### config.mk
export PLATFORM = sky130hd
export DESIGN_NAME = seg_display_scheduler_flat
export DESIGN_NICKNAME = d
export VERILOG_FILES = /design/src/rtl/seg_display_scheduler_if.sv /design/src/rtl/seg_display_scheduler.sv /design/src/flat_wrapper.sv
export SDC_FILE = /design/constraint.sdc
export NUM_CORES = 1
export LEC_CHECK = 0
export ABC_CLOCK_PERIOD_IN_PS = 1800
export CELL_PAD_IN_SITES_DETAIL_PLACEMENT = 0
export CELL_PAD_IN_SITES_GLOBAL_PLACEMENT = 2
export CORE_ASPECT_RATIO = 1.1
export CORE_MARGIN = 5
export CORE_UTILIZATION = 30
export CTS_CLUSTER_DIAMETER = 200
export DETAILED_ROUTE_END_ITERATION = 10
export MAX_ROUTING_LAYER = met4
export PLACE_DENSITY_LB_ADDON = 0.1
export SETUP_SLACK_MARGIN = 0.02
export SLEW_MARGIN = 20
export SYNTH_ARGS = -nofsm -noshare
export SYNTH_HDL_FRONTEND = slang
export SYNTH_SLANG_ARGS = --single-unit
### constraint.sdc
create_clock -name clk -period 1.8 [get_ports clk]
set_clock_uncertainty 0.2 [all_clocks]
set_input_delay 0.45 -clock clk [delete_from_list [all_inputs] [get_ports clk]]
set_output_delay 0.45 -clock clk [all_outputs]
set_load 0.01 [all_outputs]
### src/rtl/seg_display_scheduler_if.sv
// Display source bus between the CPU core side and the display scheduler.
//   master : CPU/board side, drives the display sources, button and half select
//   slave  : scheduler side, returns the multiplexer data, scan clock and status
//   pc, reg_val     32-bit display sources
//   sys_valid/val   one-cycle syscall output strobe and its value
//   mode_btn        raw mode push button
//   half_sel        0 = low half, 1 = high half of the selected source
//   disp_data       16-bit value for the segment multiplexer
//   scan_clk        digit-scan clock
//   mode            0 PC, 1 REG, 2 SYS_LAST
//   sys_active      syscall override in progress
interface seg_display_scheduler_if;
  logic [31:0] pc;
  logic [31:0] reg_val;
  logic        sys_valid;
  logic [31:0] sys_val;
  logic        mode_btn;
  logic        half_sel;
  logic [15:0] disp_data;
  logic        scan_clk;
  logic [1:0]  mode;
  logic        sys_active;

  modport master (
    output pc, reg_val, sys_valid, sys_val, mode_btn, half_sel,
    input  disp_data, scan_clk, mode, sys_active
  );

  modport slave (
    input  pc, reg_val, sys_valid, sys_val, mode_btn, half_sel,
    output disp_data, scan_clk, mode, sys_active
  );
endinterface

### src/rtl/seg_display_scheduler.sv
// Shares the 4-digit 7-segment display between the PC, a selected register
// and timed syscall output, and generates the digit-scan clock.
//   clk    board clock, rising edge
//   rst_n  asynchronous active-low reset
//   bus    seg_display_scheduler_if.slave (sources in, display data/status out)
//
// state  | meaning
// S_IDLE | display follows mode (PC, REG or last syscall value)
// S_HOLD | syscall value overrides the display for HOLD_TICKS scan ticks
//
// mode   | meaning
// M_PC   | show program counter
// M_REG  | show selected register
// M_SYS  | show last syscall value
module seg_display_scheduler #(
  parameter int PRESCALE   = 50000,
  parameter int HOLD_TICKS = 200,
  parameter int DEBOUNCE   = 4
) (
  input  logic                    clk,
  input  logic                    rst_n,
  seg_display_scheduler_if.slave  bus
);

  localparam int PW = (PRESCALE > 1) ? $clog2(PRESCALE) : 1;
  localparam int HW = $clog2(HOLD_TICKS + 1);
  localparam int DW = $clog2(DEBOUNCE + 1);

  typedef enum logic {S_IDLE, S_HOLD} ovr_t;
  typedef enum logic [1:0] {M_PC = 2'd0, M_REG = 2'd1, M_SYS = 2'd2} mode_t;

  logic [PW-1:0] pre_cnt;
  logic          tick;
  logic          scan_q;

  logic [1:0]    btn_sync;
  logic          btn_s;
  logic          db_cand;
  logic          db_stable;
  logic [DW-1:0] db_cnt;
  logic [DW-1:0] db_cnt_n;
  logic          db_settle;
  logic          db_rise;

  ovr_t          state_q, state_d;
  mode_t         mode_q, mode_d;
  logic [HW-1:0] hold_q, hold_d;
  logic [31:0]   latch_q, latch_d;
  logic [31:0]   src;
  logic [15:0]   disp_q, disp_d;
  logic          active_q;

  assign tick = (pre_cnt == PW'(PRESCALE - 1));

  always_ff @(posedge clk or negedge rst_n) begin
    if (!rst_n) begin
      pre_cnt <= '0;
      scan_q  <= 1'b0;
    end else if (tick) begin
      pre_cnt <= '0;
      scan_q  <= ~scan_q;
    end else begin
      pre_cnt <= pre_cnt + 1'b1;
    end
  end

  assign btn_s = btn_sync[1];

  // A sample that differs from the candidate counts as the first of a new run.
  always_comb begin
    if (btn_s != db_cand)
      db_cnt_n = DW'(1);
    else if (db_cnt == DW'(DEBOUNCE))
      db_cnt_n = db_cnt;
    else
      db_cnt_n = db_cnt + 1'b1;
    db_settle = (db_cnt_n == DW'(DEBOUNCE));
    db_rise   = tick && db_settle && btn_s && !db_stable;
  end

  always_ff @(posedge clk or negedge rst_n) begin
    if (!rst_n) begin
      btn_sync  <= 2'b00;
      db_cand   <= 1'b0;
      db_cnt    <= '0;
      db_stable <= 1'b0;
    end else begin
      btn_sync <= {btn_sync[0], bus.mode_btn};
      if (tick) begin
        db_cand <= btn_s;
        db_cnt  <= db_cnt_n;
        if (db_settle) db_stable <= btn_s;
      end
    end
  end

  always_comb begin
    state_d = state_q;
    hold_d  = hold_q;
    latch_d = latch_q;
    mode_d  = mode_q;

    if (bus.sys_valid) begin
      latch_d = bus.sys_val;
      hold_d  = HW'(HOLD_TICKS);
      state_d = S_HOLD;
    end else if (state_q == S_HOLD && tick) begin
      hold_d = hold_q - 1'b1;
      if (hold_q == HW'(1)) state_d = S_IDLE;
    end

    if (db_rise) begin
      case (mode_q)
        M_PC:    mode_d = M_REG;
        M_REG:   mode_d = M_SYS;
        default: mode_d = M_PC;
      endcase
    end

    // Select on the next override state so the display leaves the syscall
    // value on the same edge that sys_active falls.
    if (state_d == S_HOLD) begin
      src = latch_d;
    end else begin
      case (mode_q)
        M_PC:    src = bus.pc;
        M_REG:   src = bus.reg_val;
        default: src = latch_d;
      endcase
    end
    disp_d = bus.half_sel ? src[31:16] : src[15:0];
  end

  always_ff @(posedge clk or negedge rst_n) begin
    if (!rst_n) begin
      state_q  <= S_IDLE;
      mode_q   <= M_PC;
      hold_q   <= '0;
      latch_q  <= '0;
      disp_q   <= '0;
      active_q <= 1'b0;
    end else begin
      state_q  <= state_d;
      mode_q   <= mode_d;
      hold_q   <= hold_d;
      latch_q  <= latch_d;
      active_q <= (state_d == S_HOLD);
      if (tick) disp_q <= disp_d;
    end
  end

  assign bus.disp_data  = disp_q;
  assign bus.scan_clk   = scan_q;
  assign bus.mode       = mode_q;
  assign bus.sys_active = active_q;

endmodule

### src/flat_wrapper.sv
// flat-port wrapper written by rule: the top's interface ports become plain ports
module seg_display_scheduler_flat 
#(
  parameter int PRESCALE   = 50000,
  parameter int HOLD_TICKS = 200,
  parameter int DEBOUNCE   = 4
)
  (clk, rst_n, bus_pc, bus_reg_val, bus_sys_valid, bus_sys_val, bus_mode_btn, bus_half_sel, bus_disp_data, bus_scan_clk, bus_mode, bus_sys_active);
  seg_display_scheduler_if bus_i ();
  input  logic clk;
  input  logic rst_n;
  input wire logic [$bits(bus_i.pc)-1:0] bus_pc;
  input wire logic [$bits(bus_i.reg_val)-1:0] bus_reg_val;
  input wire logic [$bits(bus_i.sys_valid)-1:0] bus_sys_valid;
  input wire logic [$bits(bus_i.sys_val)-1:0] bus_sys_val;
  input wire logic [$bits(bus_i.mode_btn)-1:0] bus_mode_btn;
  input wire logic [$bits(bus_i.half_sel)-1:0] bus_half_sel;
  output wire logic [$bits(bus_i.disp_data)-1:0] bus_disp_data;
  output wire logic [$bits(bus_i.scan_clk)-1:0] bus_scan_clk;
  output wire logic [$bits(bus_i.mode)-1:0] bus_mode;
  output wire logic [$bits(bus_i.sys_active)-1:0] bus_sys_active;
  assign bus_i.pc = bus_pc;
  assign bus_i.reg_val = bus_reg_val;
  assign bus_i.sys_valid = bus_sys_valid;
  assign bus_i.sys_val = bus_sys_val;
  assign bus_i.mode_btn = bus_mode_btn;
  assign bus_i.half_sel = bus_half_sel;
  assign bus_disp_data = bus_i.disp_data;
  assign bus_scan_clk = bus_i.scan_clk;
  assign bus_mode = bus_i.mode;
  assign bus_sys_active = bus_i.sys_active;
  seg_display_scheduler #(.PRESCALE(PRESCALE), .HOLD_TICKS(HOLD_TICKS), .DEBOUNCE(DEBOUNCE)) u_core (.clk(clk), .rst_n(rst_n), .bus(bus_i));
endmodule
## After elaboration in Yosys (flattened, before gate mapping)

Cells that the tools add are included.

- Flip-flop bits (word level): 83
- Latch bits: 0
- RAM bits: 0
- ROM bits: 0
- Bits of input ports: 101
- Output and inout port bits: 20
- Logic and storage cells: 42
- Memories: 0

- Add/sub/neg operators: 3
- Multipliers: 0
- Divide/modulo/power cells: 0
- Magnitude comparators: 0
- Eq/ne operators: 6
- Shifts and indexed selects: 0
- Multiplexer cells: 13
- Bitwise gates (word level): 1
- Reductions and logical operators: 8

Operators by type and width:

| kind | count |
|---|---|
| 32-bit two-way mux | 2 |
| 32-bit one-hot mux with 2 select lines | 1 |
| 16-bit two-way mux | 2 |
| 16-bit by 1-bit adder with 16-bit output (second input constant) | 1 |
| 16-bit equality test (second input constant) | 1 |
| 8-bit two-way mux | 2 |
| 8-bit by 1-bit equality test with 1-bit output (second input constant) | 1 |
| 8-bit by 1-bit subtractor with 8-bit output (second input constant) | 1 |
| 3-bit equality test (second input constant) | 2 |
| 3-bit two-way mux | 2 |
| 1-bit logical AND | 4 |
| 2-bit one-hot mux with 2 select lines | 1 |
| 3-bit by 1-bit adder with 3-bit output (second input constant) | 1 |
| 1-bit two-way mux | 3 |
| 2-bit by 1-bit equality test with 1-bit output (second input constant) | 1 |
| 2-bit zero test | 1 |
| 2-bit AND reduction | 1 |
| 2-bit nonzero test | 1 |
| 1-bit zero test | 1 |
| 1-bit inequality test | 1 |
| 1-bit NOT | 1 |

## Depth between registers and ports, before layout

Gate-level depths: netlist of the first run.

- Depth in word-level cells: 7
- Gate-level depth with buffers: 7
- Gate-level depth less buffers: 6

## Worst setup path after synthesis of the first run

Ideal clock, no wire load.

- Path kind: input port to flip-flop
- Start: in bus_sys_valid
- End: reg u_core.disp_q[13], in the netlist u_core.bus.disp_data[13]
- Library setup time: 0.141 ns
- Data arrival time: 1.726 ns
- Required time: 1.459 ns
- Path slack: -0.267 ns
- Stages on the path: 5
- Buffers on the path: 2
- Path through: buf_2 buf_2 mux4_2 mux2i_1 mux2i_1

- Word-level cells in the longest chain between the ends: 4
- Elaborated cells on any way between the ends: 5
- Classes of those cells: 5 x mux

Ends and longest elaborated chain:

| item | line | RTL |
|---|---|---|
| start, declared | flat_wrapper.sv:14 | `input wire logic [$bits(bus_i.sys_valid)-1:0] bus_sys_valid;` |
| 32-bit two-way mux | seg_display_scheduler.sv:103 | `if (bus.sys_valid) begin` |
| 32-bit one-hot mux with 2 select lines | seg_display_scheduler.sv:125 | `case (mode_q)` |
| 32-bit two-way mux (*) | seg_display_scheduler.sv:122 | `if (state_d == S_HOLD) begin` |
| 16-bit two-way mux (*) | seg_display_scheduler.sv:131 | `disp_d = bus.half_sel ? src[31:16] : src[15:0];` |
| end signal, assigned | seg_display_scheduler.sv:148 | `if (tick) disp_q <= disp_d;` |
| end, declared | seg_display_scheduler.sv:50 | `logic [15:0] disp_q, disp_d;` |

Mark *: on every way between the ends. The rest lies on a longest branch, timed or not.
A chain may end at the register's enable or synchronous reset.

## Worst setup path after layout of the first run

- Start: reg u_core.pre_cnt[0]
- End: reg u_core.db_stable

- Word-level cells in the longest chain between the ends: 2

Ends and longest elaborated chain:

| item | line | RTL |
|---|---|---|
| start, declared | seg_display_scheduler.sv:32 | `logic [PW-1:0] pre_cnt;` |
| start signal, assigned | seg_display_scheduler.sv:63 | `pre_cnt <= pre_cnt + 1'b1;` |
| 16-bit equality test | seg_display_scheduler.sv:53 | `assign tick = (pre_cnt == PW'(PRESCALE - 1));` |
| 2-bit AND reduction (no line) | n/a |  |
| end signal, assigned | seg_display_scheduler.sv:92 | `if (db_settle) db_stable <= btn_s;` |
| end, declared | seg_display_scheduler.sv:39 | `logic db_stable;` |

No other way between the ends.

==> summary.txt, run 1 <==
Run status
  • Status: finished with violations
  • Violated checks: negative setup slack

Synth
  • Syn_area_per_cell: between 10 and 15 µm²
  • Post-synth EDFFs: 0
  • Cells after Synth: around 340
  • #FFs+latches synth: slightly above 80
  • Syn Std Cell Area: between 4000 and 5000 µm²
  • Ys flop type: dfrtp_1
  • Post-synthesis sequential area ratio: around 44%
  • Yosys cell types: 48
  • Post-synth ARST share: between 90% and 100%
  • Syn Nets: 450
  • Yosys warns: 0

Route
  • Remaining DRCs: 0
  • DRT iter0 DRCs: 75
  • Iteration count of the initial detailed-routing pass: 4
  • Via-to-Cell Ratio: between 4 and 5
  • WL per Instance: 17.9 µm
  • Detail Route Antenna Nets: 0
  • Final WL: 13.1 mm
  • Vias post-DR: around 3.5k

Global routing
  • Total GRT Usage: 14.5%
  • Largest net degree at the start of global routing: 46
  • First-pass GRT wire length: about 20 mm
  • Gr ovfl total: 0
  • Initial antenna violation count: 0
  • Vias in the first global route: 3667

Layout
  • Most common cell after layout, fill and taps aside: clkdlybuf4s50_1
  • Final nets: 635
  • Final Cell Area: a little over 7000 µm²
  • Final cell count without fillers: around 730
  • Fraction of layout cells with a size suffix above 1: about 37%
  • Register Area: between 2000 and 2500 µm²
  • Ant diodes: 0
  • Area grow syn2layout: 53.2%
  • Multi-input logic area: 2630 µm²
  • Most frequent cells in the layout: clkdlybuf4s50_1, dfrtp_1, buf_4
  • # fillers: ~1.4k

Critical path
  • Max incr delay on CP: 470 ps
  • Crit path max-delay family: simple AND/OR/NAND/NOR gates
  • Crit path kind: reg2reg
  • CP Max Fanout: 6
  • WP data required: between 1500 and 2000 ps
  • Critical path capture point type: flip-flop
  • Startpoint Class: flip-flop
  • Arrival @ worst endpoint: about 2000 ps
  • Slowest CP cell: and4b_4
  • Worst reg-to-reg setup slack: -220 ps
  • R2R cell count: 6
  • Buf+Inv Stages, Crit Path: 1
  • Critical Path Start: u_core.pre_cnt[0]$_DFF_PN0_
  • Reg-to-reg startpoint: u_core.pre_cnt[0]$_DFF_PN0_
  • Crit path cell chain: ha_2 > nand3_2 > and4b_4 > buf_12 > nand4_1 > mux2_4
  • Worst setup path endpoint: u_core.db_stable$_DFFE_PN0P_
  • Reg-to-reg endpoint: u_core.db_stable$_DFFE_PN0P_
  • CP Depth: 6

Place
  • Gp weighted congestion: roughly 0.8
  • I/O Buffers: 120
  • Dpl hpwl: a little under 10 mm
  • Post-placement cell area: ~6600 µm²
  • Place WS: -204 ps
  • Cells after DPL: around 700

Timing
  • Slew headroom: between 60 and 70%
  • Fin worst setup slack: -219 ps
  • Fin. Hold Viols: 0
  • RSZ-0062 raised after global routing: true
  • Max Fclk: 0.495 GHz
  • Final period utilization: 112%
  • Final min period: 2020 ps
  • Final setup viols: a little over 40
  • Fin. max-slew vios: 0
  • Worst-Margin Slew: a little under 500 ps

Floorplan
  • Die Y: 141 µm
  • I/O pin total: about 120
  • Die Width: about 130 µm
  • Initial core utilization: 30.2%
  • Total die area: approximately 18000 µm²
  • Core Box Area: about 16000 µm²
  • Num rows: 48

Pwr
  • Peak VDD IR: roughly 0.38 mV
  • Leakage dissipation: 2.97 nW
  • PD cells: 599 nW/µm²

CTS
  • Clk root buf: clkbuf_16
  • TritonCTS clock tree: built
  • Clock transition at the registers of the reported paths: roughly 70 ps
  • H-tree depth: 3
  • Worst-skew pair later-pin latency: 340 ps
  • Total CTS buffers: 9
  • Clock buffer depth: 2
  • Clock tree sinks: between 80 and 90

Run
  • # Max-Cap Violations: 0

Min path
  • Hold Path Class: reg2reg
-- how the worst min path moves through the flow --
stage / cells after the start / slack, ps / start / to
after floorplan: 0 / -50 / rst_n / u_core.btn_sync[0]$_DFF_PN0_
after global routing: 0 / 160 / u_core.btn_sync[0]$_DFF_PN0_ / u_core.btn_sync[1]$_DFF_PN0_
after global placement: 1 / 120 / rst_n / u_core.latch_q[12]$_DFF_PN0_
after CTS: 0 / 150 / u_core.btn_sync[0]$_DFF_PN0_ / u_core.btn_sync[1]$_DFF_PN0_
final: 0 / 150 / u_core.btn_sync[0]$_DFF_PN0_ / u_core.btn_sync[1]$_DFF_PN0_
after detailed placement: 1 / 120 / rst_n / u_core.latch_q[28]$_DFF_PN0_
-- sequential cells by signal (all words and copies together) (netlist names) --
register and count:
u_core.latch_q 32, u_core.bus.disp_data 16, u_core.pre_cnt 16, u_core.hold_q 8, u_core.db_cnt 3, u_core.btn_sync 2
u_core.bus.mode 2, u_core.bus.scan_clk 1, u_core.db_cand 1, u_core.db_stable 1, u_core.state_q 1
-- worst reg2reg max path, stage by stage (launching register included) --
cell and delay (ps):
dfrtp_1 350, ha_2 200, nand3_2 100, and4b_4 470
buf_12 160, nand4_1 110, mux2_4 320
-- kinds of logic (layout without fill, tap and decap cells) --
kind of cell | Yosys count | in the layout | synth area share, %
AND/OR/NAND/NOR | 79 | 79 | 10.3
AO/OA/AOI/OAI | 15 | 15 | 2.74
XOR/XNOR | 16 | 16 | 2.98
flip-flops | 83 | 83 | 44.1
buffers and inverters | 27 | 217 | 3.64
adder cells (fa/ha/maj) | 5 | 5 | 1.33
multiplexers | 119 | 119 | 34.8
-- Yosys cell counts, types with 2 or more instances --
master	instances	area share, %
buf_2	11	1.2
mux4_2	32	15
clkbuf_1	2	0.16
dfrtp_1	83	44
or4_1	2	0.32
buf_6	5	1.2
mux2_2	32	7.7
mux2_1	5	1.2
xnor2_1	8	1.5
nor2b_1	6	0.80
nor2_1	19	1.5
and4_1	2	0.37
and2_1	2	0.27
nor3_1	3	0.32
buf_4	2	0.32
nand4_1	7	0.93
nor4_1	2	0.27
xor2_1	8	1.5
nand3_1	8	0.85
ha_1	5	1.3
inv_1	5	0.40
nand2_1	12	0.96
nor4_2	2	0.53
or3_1	3	0.40
and4bb_1	2	0.53
a21oi_1	3	0.32
o21ai_0	2	0.21
mux2i_1	50	11
a21o_1	2	0.32
-- metal layers --
metal,routed length (µm),part of all wire (%),track usage (%)
met1,5850,45,19.0
met2,6260,48,21.9
met3,711,5.4,3.13
met4,285,2.2,5.86
met5,0,0,-
-- through the flow --
stage                     hold WS [ps]  setup TNS [ps]  total power, mW  util [%]
after floorplan                  -45.6           -1400             2.26         -
after global placement             121           -3770             2.61      42.4
after detailed placement           122           -4640             2.62      42.4
after CTS                          152           -4280             4.41      45.2
after global routing               164           -8160             4.53      46.3
final                              150           -4540             4.32      46.3
-- power by group --
part           switching, mW  total [mW]  internal, mW
Combinational          0.185       0.605         0.420
Sequential            0.0318        1.97          1.94
Clock                  0.798        1.74         0.944
-- final cells by class --
class,count,area share [%]
tap,200,3.47
sequential,83,28.8
timing repair buffer,196,27.1
multi-input combinational,234,36.5
clock buffer,9,3.13
clock inverter,7,0.712
inverter,5,0.260
-- timing repair --
action / 4_1_cts / 5_1_grt
gates cloned: 1 / 2
setup endpoints to repair: 60 / 42
endpoints found under the hold margin: 9 / 0
pin swaps: 10 / 10
hold buffers: 1 / 0
setup buffers: 5 / 5
resized for setup: 42 / 25
Note: power is estimated with default switching activity, not from simulation.
==> run 2, diff against run 1 <==
- SLEW_MARGIN: 20 -> unset
==> results of run 2 <==
No change in the layout: final DEF, timing and power equal those of run 1.
